File: src/rtl/tag_pri_sched_pkg.sv
// Shared types and constants for the per-priority tag buffer and strict-priority scheduler.
package tag_pri_sched_pkg;
  localparam int ADDR_LEN      = 8;
  localparam int PRI_NUM       = 8;
  localparam int PRI_W         = 3;
  localparam int SRCPORT_W     = 4;
  localparam int MSG_W         = ADDR_LEN + 4;
  localparam int PLD_W         = ADDR_LEN + 8;
  localparam int DEFAULT_DEPTH = 16;

  typedef struct packed {
    logic [MSG_W-1:0]     msg;
    logic [SRCPORT_W-1:0] src_port;
  } tag_t;

  typedef struct packed {
    logic [PRI_W-1:0] pri;
    tag_t             tag;
  } sched_tag_t;

  // Index of the highest set bit; priority 7 wins.
  function automatic logic [PRI_W-1:0] highest_set(input logic [PRI_NUM-1:0] v);
    logic [PRI_W-1:0] r;
    r = '0;
    for (int i = 0; i < PRI_NUM; i++) begin
      if (v[i]) r = PRI_W'(i);
    end
    return r;
  endfunction
endpackage

File: src/rtl/tag_pri_sched_fifo.sv
// Synchronous FIFO with extra-MSB pointers; combinational read of the head entry.
module tag_fifo #(
  parameter int DEPTH = 16,
  parameter int W     = 16
) (
  input  logic         clk,
  input  logic         rst_n,
  input  logic         push,
  input  logic         pop,
  input  logic [W-1:0] din,
  output logic [W-1:0] dout,
  output logic         empty,
  output logic         full
);
  localparam int AW = $clog2(DEPTH);

  logic [W-1:0] mem [DEPTH];
  logic [AW:0]  wr_ptr;
  logic [AW:0]  rd_ptr;
  logic         do_push;
  logic         do_pop;

  assign do_push = push && !full;
  assign do_pop  = pop && !empty;

  always_ff @(posedge clk or negedge rst_n) begin
    if (!rst_n) begin
      wr_ptr <= '0;
      rd_ptr <= '0;
    end else begin
      if (do_push) wr_ptr <= wr_ptr + 1'b1;
      if (do_pop)  rd_ptr <= rd_ptr + 1'b1;
    end
  end

  // NOTE: storage is deliberately not reset; the pointers alone decide which entries are valid.
  always_ff @(posedge clk) begin
    if (do_push) mem[wr_ptr[AW-1:0]] <= din;
  end

  assign dout  = mem[rd_ptr[AW-1:0]];
  assign empty = (wr_ptr == rd_ptr);
  assign full  = (wr_ptr[AW] != rd_ptr[AW]) && (wr_ptr[AW-1:0] == rd_ptr[AW-1:0]);
endmodule

File: src/rtl/tag_pri_sched.sv
// Eight per-priority tag FIFOs feeding a strict-priority scheduler with a single output register.
module tag_pri_sched
  import tag_pri_sched_pkg::*;
#(
  parameter int DEPTH = DEFAULT_DEPTH
) (
  input  logic               clk,
  input  logic               rst_n,
  input  logic [PRI_NUM-1:0] tag_in_vld,
  input  tag_t               tag_in_pld [PRI_NUM],
  output logic [PRI_NUM-1:0] tag_in_rdy,
  output logic               tag_out_vld,
  input  logic               tag_out_rdy,
  output sched_tag_t         tag_out_pld,
  output logic [PRI_NUM-1:0] queue_empty,
  output logic [PRI_NUM-1:0] queue_full
);
  tag_t               fifo_dout [PRI_NUM];
  logic [PRI_NUM-1:0] non_empty;
  logic [PRI_NUM-1:0] pop_oh;
  logic [PRI_W-1:0]   sel;
  logic               load_en;

  for (genvar g = 0; g < PRI_NUM; g++) begin : g_fifo
    tag_fifo #(
      .DEPTH (DEPTH),
      .W     (PLD_W)
    ) u_fifo (
      .clk   (clk),
      .rst_n (rst_n),
      .push  (tag_in_vld[g]),
      .pop   (pop_oh[g]),
      .din   (tag_in_pld[g]),
      .dout  (fifo_dout[g]),
      .empty (queue_empty[g]),
      .full  (queue_full[g])
    );
  end

  // Ready depends only on occupancy, so a full queue stays not-ready even while it is popped.
  assign tag_in_rdy = ~queue_full;
  assign non_empty  = ~queue_empty;
  assign load_en    = (!tag_out_vld || tag_out_rdy) && (|non_empty);
  assign sel        = highest_set(non_empty);

  always_comb begin
    // NOTE: default first so every path assigns pop_oh and no latch is inferred.
    pop_oh = '0;
    if (load_en) pop_oh[sel] = 1'b1;
  end

  always_ff @(posedge clk or negedge rst_n) begin
    if (!rst_n) begin
      tag_out_vld <= 1'b0;
      tag_out_pld <= '0;
    end else if (load_en) begin
      tag_out_vld <= 1'b1;
      tag_out_pld <= {sel, fifo_dout[sel]};
    end else if (tag_out_rdy) begin
      tag_out_vld <= 1'b0;
    end
  end
endmodule
File: config.mk
export PLATFORM = sky130hd
export DESIGN_NAME = tag_pri_sched
export DESIGN_NICKNAME = d
export VERILOG_FILES = /design/src/rtl/tag_pri_sched_pkg.sv /design/src/rtl/tag_pri_sched_fifo.sv /design/src/rtl/tag_pri_sched.sv
export SDC_FILE = /design/constraint.sdc
export NUM_CORES = 2
export LEC_CHECK = 0
export CAP_MARGIN = 20
export CORE_AREA = 4 4 554 556
export DETAILED_ROUTE_END_ITERATION = 10
export DIE_AREA = 0 0 558 560
export DONT_BUFFER_PORTS = 1
export PLACE_DENSITY = 0.45
export SYNTH_ARGS = -nofsm -noshare
export SYNTH_HDL_FRONTEND = slang
export SYNTH_SLANG_ARGS = --single-unit
File: constraint.sdc
create_clock -name clk -period 4.3 [get_ports clk]
set_input_delay 1.29 -clock clk [delete_from_list [all_inputs] [get_ports clk]]
set_output_delay 1.29 -clock clk [all_outputs]
set_load 0.02 [all_outputs]
### After elaboration in Yosys (flattened, before gate mapping)

Memory sizes are Yosys's and may differ from the RTL's.
Index checks and enable logic that the tools add are counted.

* bits of input ports: 139
* register bits: 100
* memory bits (writable): 2048
* bits in latches: 0
* output and inout port bits: 44
* ROM bits: 0
* memories kept: 8
* word-level logic and storage cells: 151

Memories
* g_fifo[0].u_fifo.mem: depth 16, width 16, rd ports 1, clocked after Yosys merged registers in 0, wr ports 1, line tag_pri_sched_fifo.sv:17 `logic [W-1:0] mem [DEPTH];`
* g_fifo[1].u_fifo.mem: depth 16, width 16, rd ports 1, clocked after Yosys merged registers in 0, wr ports 1, line tag_pri_sched_fifo.sv:17
* g_fifo[2].u_fifo.mem: depth 16, width 16, rd ports 1, clocked after Yosys merged registers in 0, wr ports 1, line tag_pri_sched_fifo.sv:17
* g_fifo[3].u_fifo.mem: depth 16, width 16, rd ports 1, clocked after Yosys merged registers in 0, wr ports 1, line tag_pri_sched_fifo.sv:17
* g_fifo[4].u_fifo.mem: depth 16, width 16, rd ports 1, clocked after Yosys merged registers in 0, wr ports 1, line tag_pri_sched_fifo.sv:17
* g_fifo[5].u_fifo.mem: depth 16, width 16, rd ports 1, clocked after Yosys merged registers in 0, wr ports 1, line tag_pri_sched_fifo.sv:17
* 2 more memories

* $mul: 0
* multiplexer cells: 31
* equal/unequal tests: 24
* divide/modulo/power cells: 0
* magnitude comparators: 3
* reduce and logical (&&, ||, !) cells: 46
* bitwise logic cells: 3
* shifts and indexed selects: 0
* add/subtract/negate cells: 16

Operators with widths (number)
* 5-bit by 1-bit adder with 5-bit output (second input constant): 16
* 16-bit binary-select mux with 3-bit select: 1
* 5-bit == test: 8
* 4-bit == test: 8
* 16-bit 2-to-1 mux: 2
* 1-bit logical AND: 26
* 1-bit 2-to-1 mux: 20
* 3-bit 2-to-1 mux: 6
* 1-bit logical NOT: 17
* 8-bit NOT: 2
* 8-bit 2-to-1 mux: 1
* 1-bit inequality test: 8
* 8-bit OR reduction: 1
* 4-bit greater-or-equal comparator (second input constant): 1
* 3-bit by 4-bit less-than comparator with 1-bit output (second input constant): 1
* 3-bit NOT with 4-bit output: 1
* 1-bit demux with 3-bit select: 1
* 3-bit by 1-bit greater-or-equal comparator with 1-bit output (second input constant): 1
* 2-bit nonzero test: 1
* 1-bit logical OR: 1

### Depth between registers and ports, before layout

* depth after elaboration: 15
* mapped depth: 11
* depth with buffers taken out: 7

### Cells and area by module

Synthesis repeated with hierarchy kept, for this count alone.

* cell total of the unflattened synthesis: 4069
* area, all modules: 84523.6 µm²

Modules (own cells, without submodules)
* tag_fifo at g_fifo[0].u_fifo ...: instances 7, cells each 472, sequential area each 7937.6 µm², area each 10294.9 µm²
* tag_fifo at g_fifo[7].u_fifo: instances 1, cells each 483, sequential area each 7937.6 µm², area each 10562.6 µm²
* tag_pri_sched: instances 1, cells each 282, sequential area each 500.5 µm², area each 1896.8 µm²

### Least setup slack after synthesis

OpenSTA, ideal clock, no wires.

* path kind: in2reg
* start point: input port tag_in_vld[1]
* end point: memory g_fifo[1].u_fifo.mem[3][0] (enable)
* path slack: 0.906 ns
* path buffers: 0
* stages on the path: 2
* arrival: 2.964 ns
* required time: 3.870 ns
* library setup time: 0.430 ns
* cell sequence: nand2_1 > nor4_1

* longest elaborated chain between the ends: 3

RTL lines
* from (decl): line tag_pri_sched.sv:9 `input logic [PRI_NUM-1:0] tag_in_vld,`
* 1-bit logical AND: line tag_pri_sched_fifo.sv:23 `assign do_push = push && !full;`
* 1-bit 2-to-1 mux: line tag_pri_sched_fifo.sv:38 `if (do_push) mem[wr_ptr[AW-1:0]] <= din;`
* 1-bit 2-to-1 mux (not written as such): line tag_pri_sched_fifo.sv:38
* to (decl): line tag_pri_sched_fifo.sv:17

No other way between the ends.

### Worst setup path in the final report

* start point: register g_fifo[7].u_fifo.rd_ptr[1]
* end point: output port queue_empty[7]

* longest elaborated chain between the ends: 1

RTL lines
* from (decl): line tag_pri_sched_fifo.sv:19 `logic [AW:0] rd_ptr;`
* from (signal assigned): line tag_pri_sched_fifo.sv:32 `if (do_pop) rd_ptr <= rd_ptr + 1'b1;`
* 5-bit == test: line tag_pri_sched_fifo.sv:42 `assign empty = (wr_ptr == rd_ptr);`
* to (decl): line tag_pri_sched.sv:15 `output logic [PRI_NUM-1:0] queue_empty,`

No other way between the ends.

==> impl_metrics.json <==
{
  "grt_use_total_pct": 14.33,
  "outcome": "complete, no violations",
  "synth_area_leaders": "edfxtp_1 (73%), mux4_2 (15%), dfrtp_1 (3.0%)",
  "syn-instance-count": 3803,
  "gp_congestion": 0.7737,
  "max_cap_violations": 0,
  "die_area_um2": 312500,
  "postSynthAreaPerCell_um2": 22.16,
  "cp.required_ns": 3.01,
  "rsz0062_at_grt": "no",
  "seqPwrFrac_pct": 47.1,
  "hold_class": "in -> async",
  "multiInputGateArea_um2": 19340,
  "seq_area_um2": 64040,
  "p_sw_share_pct": 28.00,
  "maxSlewViolCount": 0,
  "place_inst": 7782,
  "crit_arrival_ns": 2.80,
  "num-fill-cells": 28320,
  "syn_nets": 3982,
  "r2r_cells": 7,
  "routed_wirelength_mm": 227.2,
  "r2r-end": "tag_out_pld[6]",
  "ant_nets": 0,
  "portBuffers": 0,
  "synth_most_common_cell": "edfxtp_1",
  "fin_util_pct": 32.33,
  "async_reset_ff_share_pct": 4.655,
  "ctsHtreeMaxLevel": 4,
  "grt_max_degree": 101,
  "drc": 0,
  "ios": 183,
  "grt_antenna_before_repair": 19,
  "peakVddDrop_mv": 0.3568,
  "core-area_um2": 302000,
  "clock_latency_ns": 0.88,
  "place_ws_ns": 0.5905,
  "r2r-start": "g_fifo[7].u_fifo.rd_ptr[1]",
  "wl_per_cell_um": 27.69,
  "drive_gt1_share_pct": 31.11,
  "avgViaCountPerCell": 4.700,
  "cts_num_sinks": 2148,
  "firstDrtPassIters": 8,
  "fmax_mhz": 244.2,
  "crit_type": "reg -> out",
  "finalCriticalPeriod_ns": 4.095,
  "hold_viol_final": 0,
  "grt.overflow.total": 0,
  "powerDensity_nw_per_um2": 572.1,
  "grt_pass1_wl_mm": 321.4,
  "dominantRegCellSynth": "edfxtp_1",
  "synthesis.area_um2": 84260,
  "power_frac_comb_pct": 18.8,
  "hpwl_mm": 145.8,
  "setup_violations": 0,
  "ys_warn_count": 0,
  "cts_tree": "built",
  "grt_pass1_vias": 40570,
  "synthTopCellsByCount": "edfxtp_1 (2048), mux4_2 (576), nor2_1 (112)",
  "ys_seq_elements": 2148,
  "crit_fanout": 18,
  "rows": 202,
  "die_w_um": 558,
  "ctsHoldBuffers": 0,
  "fin_tns_setup_ns": 0,
  "finalCritPeriodShare_pct": 95.23,
  "relSlewSlack_pct": 23.53,
  "die_h_um": 560,
  "static-leakage-power_nw": 30.29,
  "synth-edff-count": 2048,
  "cts_buffers": 231,
  "finalClockSkew_ns": 0.09394,
  "timing.critical_path.to_type": "output pin",
  "power_switching_mw": 15.64,
  "clock_path_buffers": 4,
  "vias": 38570,
  "area_growth_pct": 15.89,
  "worst_pin_slew_ns": 1.146,
  "final.setup.worst_slack_ns": 0.2051,
  "clkTransAtPathRegs_ns": 0.06,
  "cts_root_buffer": "clkbuf_16",
  "synth_top_area_share_pct": 72.99,
  "start_kind": "flip-flop",
  "first_iter_violations": 3440,
  "ys_types": 54,
  "stdcell_count": 8206,
  "layout.nets": 4216,
  "pwr-share-clk_pct": 34.1,
  "internal_power_mw": 40.23,
  "ys_seq_area_share_pct": 75.96,
  "r2r_slack_ns": 0.65,
  "yosysTopAreaCell": "edfxtp_1",
  "placed_area_um2": 90470,
  "initial_core_util_pct": 27.90,
  "postLayoutCellArea_um2": 97650
}
-- power by group through the flow --
stage / logic [mW] / clock network, mW / registers (mW)
2_1_floorplan: 6.79 / 0 / 26.1
3_3_place_gp: 10.8 / 0 / 26.7
3_5_place_dp: 10.8 / 0 / 26.8
4_1_cts: 10.8 / 19.6 / 26.4
5_1_grt: 11.2 / 20.5 / 26.5
6_report: 10.5 / 19.1 / 26.3
-- repair_timing --
action                                  4_1_cts  5_1_grt
resized for setup                             1        2
endpoints found under the setup margin        1        1
buffers inserted                              0        0
-- cell families after synthesis --
kind of cell / after synthesis / synth area share (%)
buffers and inverters: 262 / 1.556
DFF: 2148 / 75.96
adders and majority gates: 40 / 0.5940
xor gates and xnor gates: 105 / 1.091
muxes: 696 / 16.88
and+or+nand+nor: 359 / 2.238
AOI/OAI and AO/OA: 193 / 1.685
-- through the flow --
stage          power [mW]  hold slack, ns
2_1_floorplan       32.94          0.4604
3_3_place_gp        37.53          0.4750
3_5_place_dp        37.58          0.4785
4_1_cts             56.83         0.06265
5_1_grt             58.24         0.04206
6_report            55.87          0.1062
-- flip-flops by register name, summed over array words and instances, names as in the netlist --
register,count
g_fifo.u_fifo.mem,2048
g_fifo.u_fifo.rd_ptr,40
g_fifo.u_fifo.wr_ptr,40
tag_out_pld,19
tag_out_vld,1
-- worst max path at each step --
| stage | from | to | slack (ns) | cells past startpoint |
|---|---|---|---|---|
| after floorplan | tag_in_vld[1] | g_fifo[1].u_fifo.mem[3][0] | 0.91 | 2 |
| after global placement | g_fifo[0].u_fifo.rd_ptr[1] | queue_empty[0] | 0.68 | 4 |
| after detailed placement | g_fifo[7].u_fifo.rd_ptr[1] | tag_out_pld[4] | 0.59 | 7 |
| after CTS | g_fifo[7].u_fifo.rd_ptr[1] | queue_full[7] | 0.01 | 5 |
| after global routing | g_fifo[7].u_fifo.rd_ptr[1] | queue_empty[7] | 0.06 | 5 |
| final | g_fifo[7].u_fifo.rd_ptr[1] | queue_empty[7] | 0.21 | 5 |
-- critical path, stage by stage (launching register included) --
cell	delay (ns)
dfrtp_4	0.61
xor2_1	0.21
nor4_4	0.43
nand2_1	0.18
clkinvlp_4	0.29
buf_4	0.20
-- routing by layer --
layer | global-route usage (%) | share of wire, % | up-vias
met1 | 18.43 | 41 | 20930
li1 | - | - | 16430
met2 | 23.70 | 49 | 887
met3 | 3.818 | 6.6 | 324
met5 | 0 | 0.011 | -
met4 | 4.260 | 3.2 | 4
-- cell type report --
cell class                      count  area share, %
Sequential cell                  2148          65.59
Antenna cell                        7        0.01794
Multi-Input combinational cell   1393          19.80
Clock inverter                    126          1.130
Tap cell                         3978          5.097
Timing Repair Buffer              230          2.041
Inverter                           33         0.1307
Clock buffer                      291          6.194
-- cell usage in the layout (no fill, tap or decap), types with 33 or more instances in the layout --
cell type | Yosys | final
nand2_1 | 78 | 78
edfxtp_1 | 2048 | 2048
mux2i_1 | 80 | 80
xnor2_1 | 72 | 72
clkinv_1 | 0 | 46
clkbuf_16 | 0 | 233
clkbuf_1 | 93 | 58
ha_1 | 40 | 40
nor3_2 | 3 | 35
xor2_1 | 33 | 33
buf_4 | 21 | 208
clkinv_2 | 0 | 44
mux2_2 | 38 | 38
nor2_2 | 0 | 80
a21oi_1 | 33 | 33
mux4_2 | 576 | 576
dfrtp_1 | 100 | 84
Note: power is estimated with default switching activity, not from simulation.
